$ cat src/rtl/cpu_pipe_pkg.sv
// Shared definitions for the CPU pipeline operand-select stages: default widths,
// forwarding source indices and the flattened-bus slice helper.
package cpu_pipe_pkg;

  localparam int unsigned DATA_W      = 16;
  localparam int unsigned NUM_SRC_DEF = 8;
  localparam int unsigned CNT_W_DEF   = 8;

  // Source indices used by the forwarding unit when driving select.
  localparam int unsigned SRC_RF  = 0;
  localparam int unsigned SRC_EX  = 1;
  localparam int unsigned SRC_MEM = 2;
  localparam int unsigned SRC_WB  = 3;
  localparam int unsigned SRC_IMM = 4;
  localparam int unsigned SRC_PC  = 5;
  localparam int unsigned SRC_CSR = 6;
  localparam int unsigned SRC_ZERO = 7;

  // Low bit of source idx inside a flattened bus of w-bit entries.
  function automatic int unsigned slice_lo(input int unsigned idx, input int unsigned w);
    return idx * w;
  endfunction

endpackage

$ cat src/rtl/pipe_sel_reg_if.sv
// Source/request/handshake bundle of the operand-select pipeline stage.
interface pipe_sel_reg_if #(
  parameter int unsigned WIDTH  = 16,
  parameter int unsigned NUM_IN = 8,
  parameter int unsigned CNT_W  = 8
);
  localparam int unsigned SEL_W = (NUM_IN > 1) ? $clog2(NUM_IN) : 1;

  logic [NUM_IN*WIDTH-1:0] in_data;
  logic [NUM_IN-1:0]       in_valid;
  logic [SEL_W-1:0]        select;
  logic                    req_valid;
  logic                    stall;
  logic                    flush;
  logic [WIDTH-1:0]        out_data;
  logic                    out_valid;
  logic                    hazard;
  logic                    sel_err;
  logic [CNT_W-1:0]        hazard_cnt;

  modport master (
    output in_data, in_valid, select, req_valid, stall, flush,
    input  out_data, out_valid, hazard, sel_err, hazard_cnt
  );

  modport slave (
    input  in_data, in_valid, select, req_valid, stall, flush,
    output out_data, out_valid, hazard, sel_err, hazard_cnt
  );

endinterface

$ cat src/rtl/pipe_sel_reg_mux.sv
// Purely combinational N-to-1 indexed selector over a flattened source bus.
module mux_nto1_param
  import cpu_pipe_pkg::*;
#(
  parameter int unsigned WIDTH  = DATA_W,
  parameter int unsigned NUM_IN = NUM_SRC_DEF,
  parameter int unsigned SEL_W  = (NUM_IN > 1) ? $clog2(NUM_IN) : 1
) (
  input  logic [NUM_IN*WIDTH-1:0] in_data,
  input  logic [SEL_W-1:0]        select,
  output logic [WIDTH-1:0]        sel_data_c
);

  // Out-of-range selects yield zero; the caller flags them separately.
  always_comb begin
    sel_data_c = '0;
    for (int unsigned k = 0; k < NUM_IN; k++) begin
      if (select == SEL_W'(k)) begin
        sel_data_c = in_data[slice_lo(k, WIDTH) +: WIDTH];
      end
    end
  end

endmodule

$ cat src/rtl/pipe_sel_reg.sv
// Operand-select stage: indexed source mux, validity/range checks, registered
// output with stall/flush/valid handshake and a saturating hazard counter.
module pipe_sel_reg
  import cpu_pipe_pkg::*;
#(
  parameter int unsigned WIDTH  = DATA_W,
  parameter int unsigned NUM_IN = NUM_SRC_DEF,
  parameter int unsigned CNT_W  = CNT_W_DEF
) (
  input  logic          clk,
  input  logic          reset,
  pipe_sel_reg_if.slave bus
);

  localparam int unsigned SEL_W   = (NUM_IN > 1) ? $clog2(NUM_IN) : 1;
  localparam int unsigned NUM_PAD = 1 << SEL_W;

  logic [WIDTH-1:0]   sel_data_c;
  logic [NUM_PAD-1:0] valid_pad;
  logic               sel_valid;
  logic               sel_err_c;
  logic               hazard_c;
  logic               acc;

  logic [WIDTH-1:0]   out_data_q,   out_data_d;
  logic               out_valid_q,  out_valid_d;
  logic [CNT_W-1:0]   hazard_cnt_q, hazard_cnt_d;

  mux_nto1_param #(
    .WIDTH  (WIDTH),
    .NUM_IN (NUM_IN),
    .SEL_W  (SEL_W)
  ) u_mux (
    .in_data    (bus.in_data),
    .select     (bus.select),
    .sel_data_c (sel_data_c)
  );

  // Range and validity checks; padding keeps the valid lookup in bounds.
  always_comb begin
    valid_pad = NUM_PAD'(bus.in_valid);
    sel_valid = valid_pad[bus.select];
    sel_err_c = bus.req_valid & ({1'b0, bus.select} >= (SEL_W+1)'(NUM_IN));
    hazard_c  = bus.req_valid & ~sel_err_c & ~sel_valid;
    acc       = bus.req_valid & ~hazard_c & ~sel_err_c;
  end

  // Stage register next state: flush > stall > accept > bubble.
  always_comb begin
    out_data_d   = out_data_q;
    out_valid_d  = out_valid_q;
    hazard_cnt_d = hazard_cnt_q;
    if (bus.flush) begin
      out_valid_d = 1'b0;
    end else if (!bus.stall) begin
      if (acc) begin
        out_data_d  = sel_data_c;
        out_valid_d = 1'b1;
      end else begin
        out_valid_d = 1'b0;
      end
    end
    if (hazard_c && (hazard_cnt_q != {CNT_W{1'b1}})) begin
      hazard_cnt_d = hazard_cnt_q + CNT_W'(1);
    end
  end

  always_ff @(posedge clk) begin
    if (reset) begin
      out_data_q   <= '0;
      out_valid_q  <= 1'b0;
      hazard_cnt_q <= '0;
    end else begin
      out_data_q   <= out_data_d;
      out_valid_q  <= out_valid_d;
      hazard_cnt_q <= hazard_cnt_d;
    end
  end

  assign bus.out_data   = out_data_q;
  assign bus.out_valid  = out_valid_q;
  assign bus.hazard     = hazard_c;
  assign bus.sel_err    = sel_err_c;
  assign bus.hazard_cnt = hazard_cnt_q;

endmodule

$ cat src/flat_wrapper.sv
// flat-port wrapper written by rule: the top's interface ports become plain ports
module pipe_sel_reg_flat import cpu_pipe_pkg::*;
#(
  parameter int unsigned WIDTH  = DATA_W,
  parameter int unsigned NUM_IN = NUM_SRC_DEF,
  parameter int unsigned CNT_W  = CNT_W_DEF
)
  (clk, reset, bus_in_data, bus_in_valid, bus_select, bus_req_valid, bus_stall, bus_flush, bus_out_data, bus_out_valid, bus_hazard, bus_sel_err, bus_hazard_cnt);
  pipe_sel_reg_if #(.WIDTH(WIDTH), .NUM_IN(NUM_IN), .CNT_W(CNT_W)) bus_i ();
  input  logic clk;
  input  logic reset;
  input wire logic [$bits(bus_i.in_data)-1:0] bus_in_data;
  input wire logic [$bits(bus_i.in_valid)-1:0] bus_in_valid;
  input wire logic [$bits(bus_i.select)-1:0] bus_select;
  input wire logic [$bits(bus_i.req_valid)-1:0] bus_req_valid;
  input wire logic [$bits(bus_i.stall)-1:0] bus_stall;
  input wire logic [$bits(bus_i.flush)-1:0] bus_flush;
  output wire logic [$bits(bus_i.out_data)-1:0] bus_out_data;
  output wire logic [$bits(bus_i.out_valid)-1:0] bus_out_valid;
  output wire logic [$bits(bus_i.hazard)-1:0] bus_hazard;
  output wire logic [$bits(bus_i.sel_err)-1:0] bus_sel_err;
  output wire logic [$bits(bus_i.hazard_cnt)-1:0] bus_hazard_cnt;
  assign bus_i.in_data = bus_in_data;
  assign bus_i.in_valid = bus_in_valid;
  assign bus_i.select = bus_select;
  assign bus_i.req_valid = bus_req_valid;
  assign bus_i.stall = bus_stall;
  assign bus_i.flush = bus_flush;
  assign bus_out_data = bus_i.out_data;
  assign bus_out_valid = bus_i.out_valid;
  assign bus_hazard = bus_i.hazard;
  assign bus_sel_err = bus_i.sel_err;
  assign bus_hazard_cnt = bus_i.hazard_cnt;
  pipe_sel_reg #(.WIDTH(WIDTH), .NUM_IN(NUM_IN), .CNT_W(CNT_W)) u_core (.clk(clk), .reset(reset), .bus(bus_i));
endmodule
$ cat config.mk
export PLATFORM = sky130hd
export DESIGN_NAME = pipe_sel_reg_flat
export DESIGN_NICKNAME = d
export VERILOG_FILES = /design/src/rtl/cpu_pipe_pkg.sv /design/src/rtl/pipe_sel_reg_if.sv /design/src/rtl/pipe_sel_reg_mux.sv /design/src/rtl/pipe_sel_reg.sv /design/src/flat_wrapper.sv
export SDC_FILE = /design/constraint.sdc
export NUM_CORES = 1
export LEC_CHECK = 0
export CAP_MARGIN = 20
export CORE_MARGIN = 8
export CORE_UTILIZATION = 40
export CTS_BUF_LIST = sky130_fd_sc_hd__clkbuf_4
export DETAILED_ROUTE_END_ITERATION = 16
export PLACE_DENSITY = 0.89
export SYNTH_ARGS = -nofsm -noshare
export SYNTH_HDL_FRONTEND = slang
export SYNTH_HIERARCHICAL = 1
export SYNTH_SLANG_ARGS = --single-unit
$ cat constraint.sdc
create_clock -name clk -period 4 [get_ports clk]
set_clock_uncertainty 0.05 [all_clocks]
set_input_delay 1.2 -clock clk [delete_from_list [all_inputs] [get_ports clk]]
set_output_delay 1.2 -clock clk [all_outputs]
set_load 0.05 [all_outputs]
==> Flow_metrics.wiki, run 1 <==
{| class="wikitable"
! Metric !! Value
|-
| Clock latency reported for the late side of the worst-skew pair || between 0.3 and 0.4 ns
|-
| Slowest stage delay, CP || 0.53 ns
|-
| Finished layout cell area || 4210 um2
|-
| Congestion Overflow GR || 0
|-
| Full die area || 9171 um2
|-
| Violation count after the first detailed-route iteration || slightly below 100
|-
| Clock tree from TritonCTS || built
|-
| Unique cell type count in the Yosys netlist || 44
|-
| Clock edge transition at the registers on the reported setup and hold paths || 0.12 ns
|-
| Half-perimeter wire length of the detailed placement result || 8280 um
|-
| Worst slack after detailed placement || 0.08866 ns
|-
| Global Route Usage Sum || 0.2040
|-
| Total negative slack for setup checks || 0 ns
|-
| Area share of xor/xnor cells in the synthesized design || 0
|-
| Number of I/O port buffers || approximately 170
|-
| Routed vias || 2910
|-
| Number of H-tree branching levels || 1
|-
| Critical Path, Cell by Cell || clkdlybuf4s50_1, nor2b_1, a22oi_2, nand3_1, and2_1, buf_4
|-
| Final period util || 0.9809
|-
| Vias/cell || 5.389
|-
| Final count of hold timing violations || 0
|-
| Final number of setup-violating endpoints || 0
|-
| Area share of fa/ha/maj cells after synthesis || 0.004916
|-
| Combined flip-flop and latch cell area || 500.5 um2
|-
| Area occupied by multi-input gates || 1832 um2
|-
| TritonRoute pass-1 iters || 4
|-
| Result of the run || complete, no violations
|-
| Transition time of the tightest slew-check pin || between 0.7 and 0.8 ns
|-
| Arrival time of the worst setup path || 2.67 ns
|-
| Num ports || 171
|-
| Post-synthesis sequential area ratio || 0.1967
|-
| Pin count of the biggest net entering global routing || 66
|-
| Slowest stage cell, crit path || sky130_fd_sc_hd__clkdlybuf4s50_1
|-
| Net count after synthesis || 457
|-
| Hold WC Path Type || reg2reg
|-
| Relative slew margins || 0.4694
|-
| Filler cell count || 526
|-
| Final routed wire length divided by cell count || 18.81 um
|-
| Yosys Warn Count || 6
|-
| Total leakage power || 1.697 nW
|-
| Final core area utilization || 0.6746
|-
| Setup crit start kind || input pin
|-
| Share of synthesized area spent on multiplexers || 0.2217
|-
| Standard cell area after detailed placement || 4180 um2
|-
| FF+latch count, synth || 25
|-
| Count of buffers added by post-CTS timing repair for setup || 0
|-
| ANT cells || 0
|-
| Gpl congestion || about 0.91
|-
| Layout area overhead || 65.44%
|-
| Final WS setup || 0.07639 ns
|-
| Max frequency || 0.2549 GHz
|-
| Wire length of the first global-routing pass || ~15000 um
|-
| Clk sinks || 25
|-
| Residual antenna-violating net count after detailed routing || 0
|-
| Cell at the root of the clock tree || sky130_fd_sc_hd__clkbuf_4
|-
| Number of global-route vias before repair || just under 3000
|-
| Vert. Die Dim || 95.77 um
|-
| Number of instances in the synthesized netlist || 312
|-
| Power per standard cell area || 181.7 nW/um2
|-
| Final Net Count || 609
|-
| Largest family of logic cells by synthesized area || compound AO/OA/AOI/OAI gates
|-
| Final total power || 764.9 uW
|-
| Worst path required time || roughly 2.8 ns
|-
| Post-route minimum period || 3.924 ns
|-
| Initial core utilization || 0.4078
|-
| Netlist area before placement || between 2000 and 3000 um2
|-
| Cells resized by post-CTS repair || 0
|-
| Simple-gate share of the synthesized area || 0.2183
|-
| Cts bufs inserted || 3
|-
| Path type of the worst setup path || in2out
|-
| Antenna violations before repair || 0
|-
| Overall die width || 95.77 um
|-
| Crit. End Element || output pin
|-
| Number of hold buffers added after cts || 0
|-
| Number of cell rows || 29
|-
| Area inside the core boundary || between 6000 and 7000 um2
|-
| Fraction of the mapped netlist area in compound gates || 0.2734
|-
| Unrepaired setup endpoints after global routing || false
|-
| Remaining design rule violation count || 0
|-
| Total routed wirelength || between 10000 and 15000 um
|-
| Worst-case vdd ir drop || 0.2512 mV
|-
| CP max FO || 6
|-
| Proportion of layout cells with a drive suffix above 1 || 0.07559
|-
| Number of max-slew violations in the final report || 0
|-
| Clock buffer depth || 2
|-
| Mapped Avg Cell Area || 8.157 um2
|-
| Maxcap violations || 0
|}
-- state kept, by name, summed over array words and instances, names as in the netlist --
name and flops:
u_core/bus.hazard_cnt 8, u_core/bus.out_data 16, u_core/bus.out_valid 1
-- routing by layer --
layer,wire length (um),track usage
met1,4055,0.2326
met2,5159,0.3657
met3,758,0.05460
met4,182,0.05378
met5,0,0
-- path summary, 6_finish.rpt --
kind / start / to / slack (ns) / depth (start not counted)
worst max-delay path: bus_select[2] / bus_hazard / 0.08 / 6
worst min-delay path: u_core/bus.out_valid / u_core/bus.out_valid / 0.44 / 2
worst max register to register: u_core/bus.hazard_cnt[0] / u_core/bus.hazard_cnt[7] / 2.37 / 5
worst min register to register: u_core/bus.out_valid / u_core/bus.out_valid / 0.44 / 2
-- layout by cell type (no fill, tap or decap), types with 3 or more instances in the layout --
cell type                         count
sky130_fd_sc_hd__a21oi_1             29
sky130_fd_sc_hd__a221oi_1             4
sky130_fd_sc_hd__a221oi_2            10
sky130_fd_sc_hd__a22oi_1             14
sky130_fd_sc_hd__a31oi_1              3
sky130_fd_sc_hd__and3_1               3
sky130_fd_sc_hd__buf_4                8
sky130_fd_sc_hd__clkbuf_4             4
sky130_fd_sc_hd__clkdlybuf4s50_1    166
sky130_fd_sc_hd__dfxtp_1             25
sky130_fd_sc_hd__mux2i_1             53
sky130_fd_sc_hd__nand2_1             37
sky130_fd_sc_hd__nand3_1              5
sky130_fd_sc_hd__nor2_1              26
sky130_fd_sc_hd__nor2b_1              5
sky130_fd_sc_hd__o211ai_1             4
sky130_fd_sc_hd__o21ai_0              9
sky130_fd_sc_hd__o31a_1              14
sky130_fd_sc_hd__or2_0               10
sky130_fd_sc_hd__or2_1                3
-- synthesized netlist by cell type --
cell | instances | share of area
sky130_fd_sc_hd__a211oi_1 | 2 | 0.0059
sky130_fd_sc_hd__a21oi_1 | 29 | 0.057
sky130_fd_sc_hd__a221oi_1 | 4 | 0.014
sky130_fd_sc_hd__a221oi_2 | 10 | 0.059
sky130_fd_sc_hd__a22oi_1 | 14 | 0.041
sky130_fd_sc_hd__a22oi_2 | 1 | 0.0049
sky130_fd_sc_hd__a311oi_1 | 1 | 0.0034
sky130_fd_sc_hd__a31oi_1 | 3 | 0.0074
sky130_fd_sc_hd__and2_1 | 2 | 0.0049
sky130_fd_sc_hd__and3_1 | 3 | 0.0074
sky130_fd_sc_hd__and4_1 | 1 | 0.0034
sky130_fd_sc_hd__buf_1 | 1 | 0.0015
sky130_fd_sc_hd__buf_2 | 11 | 0.022
sky130_fd_sc_hd__buf_4 | 6 | 0.018
sky130_fd_sc_hd__buf_6 | 7 | 0.031
sky130_fd_sc_hd__buf_8 | 1 | 0.0059
sky130_fd_sc_hd__clkbuf_1 | 4 | 0.0059
sky130_fd_sc_hd__conb_1 | 1 | 0.0015
sky130_fd_sc_hd__dfxtp_1 | 25 | 0.20
sky130_fd_sc_hd__ha_1 | 1 | 0.0049
sky130_fd_sc_hd__mux2_1 | 1 | 0.0044
sky130_fd_sc_hd__mux2_2 | 2 | 0.0088
sky130_fd_sc_hd__mux2i_1 | 53 | 0.21
sky130_fd_sc_hd__nand2_1 | 37 | 0.055
sky130_fd_sc_hd__nand2b_1 | 2 | 0.0049
sky130_fd_sc_hd__nand3_1 | 5 | 0.0098
sky130_fd_sc_hd__nand3b_1 | 2 | 0.0059
sky130_fd_sc_hd__nand4_1 | 1 | 0.0025
sky130_fd_sc_hd__nand4_2 | 1 | 0.0049
sky130_fd_sc_hd__nor2_1 | 26 | 0.038
sky130_fd_sc_hd__nor2b_1 | 5 | 0.012
sky130_fd_sc_hd__nor2b_2 | 1 | 0.0034
sky130_fd_sc_hd__nor2b_4 | 2 | 0.011
sky130_fd_sc_hd__nor3b_1 | 1 | 0.0030
sky130_fd_sc_hd__nor4b_1 | 1 | 0.0034
sky130_fd_sc_hd__nor4b_4 | 1 | 0.0093
sky130_fd_sc_hd__o211ai_1 | 4 | 0.012
sky130_fd_sc_hd__o21ai_0 | 9 | 0.018
sky130_fd_sc_hd__o31a_1 | 14 | 0.048
sky130_fd_sc_hd__o31ai_1 | 1 | 0.0030
sky130_fd_sc_hd__or2_0 | 10 | 0.025
sky130_fd_sc_hd__or2_1 | 3 | 0.0074
sky130_fd_sc_hd__or2_2 | 2 | 0.0049
sky130_fd_sc_hd__or3_1 | 1 | 0.0025
-- power breakdown --
group	leakage [nW]	internal, mW	switching, mW
Sequential	0.202	0.257	0.00476
Clock	0.0184	0.0459	0.0735
Combinational	1.48	0.215	0.169
-- cells by family (layout without fill, tap and decap cells) --
kind of cell             Yosys count  after routing
AND/OR/NAND/NOR                  107            107
AO/OA/AOI/OAI                     92             92
multiplexers                      56             56
buffers and inverters             30            181
flip-flops                        25             25
adder cells (fa/ha/maj)            1              1
other                              1              1
-- layout make-up --
cell class,count,area share
Clock buffer,4,0.007132
Timing Repair Buffer,177,0.4160
Multi-Input combinational cell,257,0.4351
Tap cell,77,0.02288
Sequential cell,25,0.1189
-- through the flow --
| step | std cells | hold WS [ns] |
|---|---|---|
| after global routing | 540 | 0.4824 |
| after CTS | 540 | 0.4479 |
| after floorplan | 312 | 0.6191 |
| after global placement | 536 | 0.3969 |
| final | 540 | 0.4447 |
| after detailed placement | 536 | 0.4303 |
-- critical path: cells and delay by family --
kind | cells | cell delay, ns
buffers and inverters | 2 | 0.72
AND/OR/NAND/NOR | 3 | 0.52
AO/OA/AOI/OAI | 1 | 0.23
(Power assumes the default switching activity.)
==> run 2: changes to the inputs <==
--- a/config.mk
+++ b/config.mk
@@ -11,6 +11,7 @@
 export CTS_BUF_LIST = sky130_fd_sc_hd__clkbuf_4
 export DETAILED_ROUTE_END_ITERATION = 16
 export PLACE_DENSITY = 0.89
+export SKIP_LAST_GASP = 1
 export SYNTH_ARGS = -nofsm -noshare
 export SYNTH_HDL_FRONTEND = slang
 export SYNTH_HIERARCHICAL = 1
==> results of run 2 <==
Final layout, timing and power as in run 1 (identical DEF).
==> run 3: changes to the inputs <==
--- a/config.mk
+++ b/config.mk
@@ -16,3 +16,4 @@
 export SYNTH_HDL_FRONTEND = slang
 export SYNTH_HIERARCHICAL = 1
 export SYNTH_SLANG_ARGS = --single-unit
+export TNS_END_PERCENT = 10
==> results of run 3 <==
Final layout, timing and power as in run 1 (identical DEF).
